===== config.mk =====
export PLATFORM = sky130hd
export DESIGN_NAME = vend_change_ctrl
export DESIGN_NICKNAME = d
export VERILOG_FILES = /design/src/rtl/vend_change_ctrl.sv
export SDC_FILE = /design/constraint.sdc
export NUM_CORES = 1
export LEC_CHECK = 0
export BUFFER_PORTS_ARGS = -buffer_cell sky130_fd_sc_hd__buf_4
export CAP_MARGIN = 20
export CORE_MARGIN = 3
export CORE_UTILIZATION = 51
export CTS_CLUSTER_SIZE = 12
export DETAILED_ROUTE_END_ITERATION = 8
export PLACE_DENSITY = 0.76
export REMOVE_ABC_BUFFERS = 1
export SYNTH_ARGS = -nofsm -noshare
export SYNTH_HDL_FRONTEND = slang
export SYNTH_SLANG_ARGS = --single-unit

===== constraint.sdc =====
create_clock -name clk -period 2.4 [get_ports clk]
set_input_delay 0.24 -clock clk [delete_from_list [all_inputs] [get_ports clk]]
set_output_delay 0.24 -clock clk [all_outputs]
set_load 0.05 [all_outputs]

===== src/rtl/vend_change_ctrl.sv =====
// Coin-accepting vending controller: collects N/D/Q credit in nickel units,
// vends at a programmable price and pays change/refunds one coin per cycle.
module vend_change_ctrl #(
  parameter int PRICE_N      = 5,
  parameter int MAX_CREDIT_N = 20,
  parameter int CREDIT_W     = 5,
  parameter int COUNT_W      = 8
) (
  input  logic                clk,
  input  logic                reset,
  input  logic                coin_n,
  input  logic                coin_d,
  input  logic                coin_q,
  input  logic                cancel,
  output logic                dispense,
  output logic                ret_nickel,
  output logic                ret_dime,
  output logic                ret_quarter,
  output logic                coin_reject,
  output logic                busy,
  output logic [CREDIT_W-1:0] credit,
  output logic [COUNT_W-1:0]  sales_count
);

  typedef enum logic [1:0] {
    COLLECT = 2'd0,
    VEND    = 2'd1,
    CHANGE  = 2'd2
  } state_t;

  localparam logic [CREDIT_W-1:0] PRICE_C = CREDIT_W'(PRICE_N);
  localparam logic [CREDIT_W:0]   PRICE_X = (CREDIT_W+1)'(PRICE_N);
  localparam logic [CREDIT_W:0]   MAX_X   = (CREDIT_W+1)'(MAX_CREDIT_N);
  localparam logic [CREDIT_W-1:0] Q_VAL   = CREDIT_W'(5);
  localparam logic [CREDIT_W-1:0] D_VAL   = CREDIT_W'(2);
  localparam logic [CREDIT_W-1:0] N_VAL   = CREDIT_W'(1);

  state_t                state, state_next;
  logic [CREDIT_W-1:0]   credit_next;
  logic                  sales_inc;
  logic                  reject_next;
  logic                  coin_any;
  logic                  coin_multi;
  logic [CREDIT_W-1:0]   coin_val;
  logic [CREDIT_W:0]     coin_sum;
  logic [CREDIT_W-1:0]   change_val;

  assign coin_any   = coin_n | coin_d | coin_q;
  assign coin_multi = (coin_n & coin_d) | (coin_n & coin_q) | (coin_d & coin_q);
  assign coin_val   = coin_q ? Q_VAL : (coin_d ? D_VAL : (coin_n ? N_VAL : '0));
  // One extra bit so an over-ceiling sum is detected instead of wrapping.
  assign coin_sum   = {1'b0, credit} + {1'b0, coin_val};

  // Greedy change: largest coin not exceeding the remaining credit.
  assign change_val = (credit >= Q_VAL) ? Q_VAL :
                      (credit >= D_VAL) ? D_VAL : N_VAL;

  // NOTE: every output of this block gets a default first so no path leaves
  // a variable unassigned, which would otherwise infer a latch.
  always_comb begin
    state_next  = state;
    credit_next = credit;
    sales_inc   = 1'b0;
    reject_next = 1'b0;
    unique case (state)
      COLLECT: begin
        if (cancel) begin
          reject_next = coin_any;
          if (credit != '0) state_next = CHANGE;
        end else if (coin_multi || (coin_any && (coin_sum > MAX_X))) begin
          reject_next = 1'b1;
        end else if (coin_any) begin
          credit_next = coin_sum[CREDIT_W-1:0];
          if (coin_sum >= PRICE_X) state_next = VEND;
        end
      end
      VEND: begin
        reject_next = coin_any;
        sales_inc   = 1'b1;
        credit_next = credit - PRICE_C;
        state_next  = (credit != PRICE_C) ? CHANGE : COLLECT;
      end
      CHANGE: begin
        reject_next = coin_any;
        credit_next = credit - change_val;
        if (credit == change_val) state_next = COLLECT;
      end
      default: begin
        state_next  = COLLECT;
        credit_next = '0;
      end
    endcase
  end

  // NOTE: sequential state uses non-blocking assignments so every register
  // samples pre-edge values regardless of statement order.
  always_ff @(posedge clk or posedge reset) begin
    if (reset) begin
      state       <= COLLECT;
      credit      <= '0;
      sales_count <= '0;
      coin_reject <= 1'b0;
    end else begin
      state       <= state_next;
      credit      <= credit_next;
      coin_reject <= reject_next;
      if (sales_inc) sales_count <= sales_count + 1'b1;
    end
  end

  assign dispense    = (state == VEND);
  assign busy        = (state != COLLECT);
  assign ret_quarter = (state == CHANGE) && (change_val == Q_VAL);
  assign ret_dime    = (state == CHANGE) && (change_val == D_VAL);
  assign ret_nickel  = (state == CHANGE) && (change_val == N_VAL);

endmodule


==> results.yml <==
worst_setup_path:
  crit_type: "reg2reg"
  cp.required_ps: 2610
  max_stage_delay_ps: 440
  worstPathArrival_ps: 2860
  r2r_cells: 15
  crit_path_start_kind: "register"
  crit_chain: "buf_4 > buf_6 > inv_4 > ha_4 > nor3_4 > nor2_2 > inv_2 > ha_4 > fa_2 > nor2b_2 > nor3_2 > a2bb2oi_2 > o22ai_1 > a21oi_1 > o32ai_1"
  cp_max_fo: 5
  critPathSlowestCell: "dfrtp_2"
  end_kind: "register"
  crit_top_cell: "ha_4"
synth:
  synth_top_area_share_pct: 25.7
  ys.flop_type: "dfrtp_1"
  synth.area.top_cells: "dfrtp_1 (26%), ha_1 (12%), inv_1 (5.1%)"
  yosys_warnings: 0
  yosysUniqueCellTypes: 51
  ys_async_sr_fraction_pct: 100
  ys_seq_elements: 16
  syn_area_sq_mm: 0.00156
  synthTopCellsByCount: "inv_1 (21), dfrtp_1 (16), ha_1 (15)"
  synth-edff-count: 0
  synth.avg_cell_area_sq_um: 8.74
  synthCells: 178
  synth_area_leader_cell: "dfrtp_1"
  yosysMostFrequentCell: "inv_1"
  yosysSeqAreaShare_pct: 25.7
global_routing:
  grt_first_pass_wirelength_um: 7110
  grt_use_total_pct: 26.3
  antenna_found_initial: 0
  grt_max_degree: 17
  grt_pass1_vias: 1508
  overflow: 0
placed_design:
  gp_congestion: 0.968
  portBuffers: 24
  hpwlAfterDp_um: 3440
  place_ws_ps: -309
  dp_cells: 253
floorplan:
  pin_count: 25
  die_h_um: 61.2
  row_count: 19
  start_util_pct: 55.0
  fp.coreArea_sq_mm: 0.00283
  die_width_um: 61.2
  dieArea_sq_mm: 0.00375
timing:
  grt_setup_unrepaired: "yes"
  layout_min_cycle_time_ps: 2650
  hold_viol: 7
  maxSlewHeadroom_pct: 58.8
  skew_ps: 14.0
  report.final.slew_viol_count: 0
  report.final.setup_viol: 8
  finalCritPeriodShare_pct: 110
  fmax_mhz: 378
  hold_ws_ps: -14.0
  layout_setup_ws_ps: -246
  tightest_slew_ps: 617
clocking:
  clock_latency_ps: 320
  htreeDepth: 1
  cts-root-buf: "clkbuf_4"
  cts_tree: "done"
  cts.sinks: 16
  cts_hold_buffers: 0
  clock_path_buffers: 2
  cts.clk_slew.worst_paths_ps: 120
  cts_buffers: 3
drt:
  wire_per_inst_um: 18.4
  drc: 0
  vias_per_cell: 6.23
  drtIter0Drc: 130
  ant_nets: 0
  drt-pass1-iter-count: 5
  wirelength_um: 4880
  vias: 1652
status:
  outcome: "complete, but fails checks"
  violations: "negative hold slack, negative setup slack"
finish:
  syn_to_final_growth_pct: 42.2
  antenna_cells: 0
  drive_gt1_share_pct: 45.7
  instances_no_fill: 265
  final_nets: 258
min_path:
  hp-class: "in2async"
flow_run:
  maxCapViolCount: 0
worst paths after layout:
| check | from | slack [ps] | endpoint |
|---|---|---|---|
| min in group clk | cancel | 300 | state[0] |
| min reg2reg | sales_count[7] | 480 | sales_count[7] |
| max in group asynchronous | reset | 1980 | credit[0] |
| min | reset | -10 | sales_count[2] |
| max reg2reg | credit[0] | -250 | credit[4] |
| max | credit[0] | -250 | credit[4] |
cell families after synthesis:
group	synth area share (%)
muxes	1.45
DFF	25.7
AOI/OAI and AO/OA	23.0
and+or+nand+nor	19.2
adders and majority gates	14.6
buffers and inverters	8.76
xor gates and xnor gates	7.24
layer usage:
layer / track usage (%) / up-vias / wire [um]
met5: 0 / - / 0
met4: 16.4 / 0 / 191
met3: 3.56 / 24 / 335
met2: 43.4 / 96 / 2400
met1: 32.1 / 788 / 1960
li1: - / 744 / -
registers in the layout, summed over array words and instances, names as in the netlist:
register,cells
credit,5
coin_reject,1
sales_count,8
state,2
final cells by class:
| cell class | instances | area (sq um) |
|---|---|---|
| Tap cell | 31 | 38.8 |
| Fill cell | 200 | 616 |
| Sequential cell | 16 | 402 |
| Timing Repair Buffer | 59 | 467 |
| Inverter | 21 | 81.3 |
| Multi-Input combinational cell | 134 | 1190 |
| Clock buffer | 4 | 36.3 |
worst max-delay path, delay by kind of cell, from the launching register on:
kind / cells / cell delay, ps
AOI/OAI and AO/OA: 4 / 640
adders and majority gates: 3 / 530
buffers and inverters: 4 / 390
DFF: 1 / 440
and+or+nand+nor: 4 / 560
cell usage in the layout (no fill, tap or decap), drive strengths merged, types with 2 or more instances in the layout:
master,Yosys,final
a211oi,3,3
a21o,3,3
a21oi,8,8
a2bb2oi,2,2
and2,2,2
and2b,2,2
and3,2,2
buf,2,59
clkbuf,5,4
dfrtp,16,16
fa,2,2
ha,15,15
inv,21,21
mux2,2,2
nand2,11,11
nand2b,2,2
nand3,4,4
nand4,3,3
nand4b,2,2
nor2,10,10
nor2b,2,2
nor3,10,10
o21ai,13,13
o22ai,4,4
o31ai,4,4
xnor2,8,8
xor2,4,4
per-stage QoR:
stage / utilization, % / cell area (sq um) / TNS (ps)
5_1_grt: 78.2 / 2210 / -1760
2_1_floorplan: - / 1500 / -3940
3_3_place_gp: 68.3 / 1930 / -1780
3_5_place_dp: 68.3 / 1930 / -2030
4_1_cts: 73.3 / 2070 / -521
6_report: 78.2 / 2210 / -1000
repair_timing:
| item | 4_1_cts | 5_1_grt |
|---|---|---|
| gates resized for setup | 18 | 29 |
| endpoints found under the setup margin | 8 | 8 |
| cloned | 0 | 0 |
| setup buffers | 6 | 2 |
| pin swaps | 10 | 17 |
Power is not shown: default switching activity piles up to over one toggle a cycle in this logic, so the estimate is an artifact.
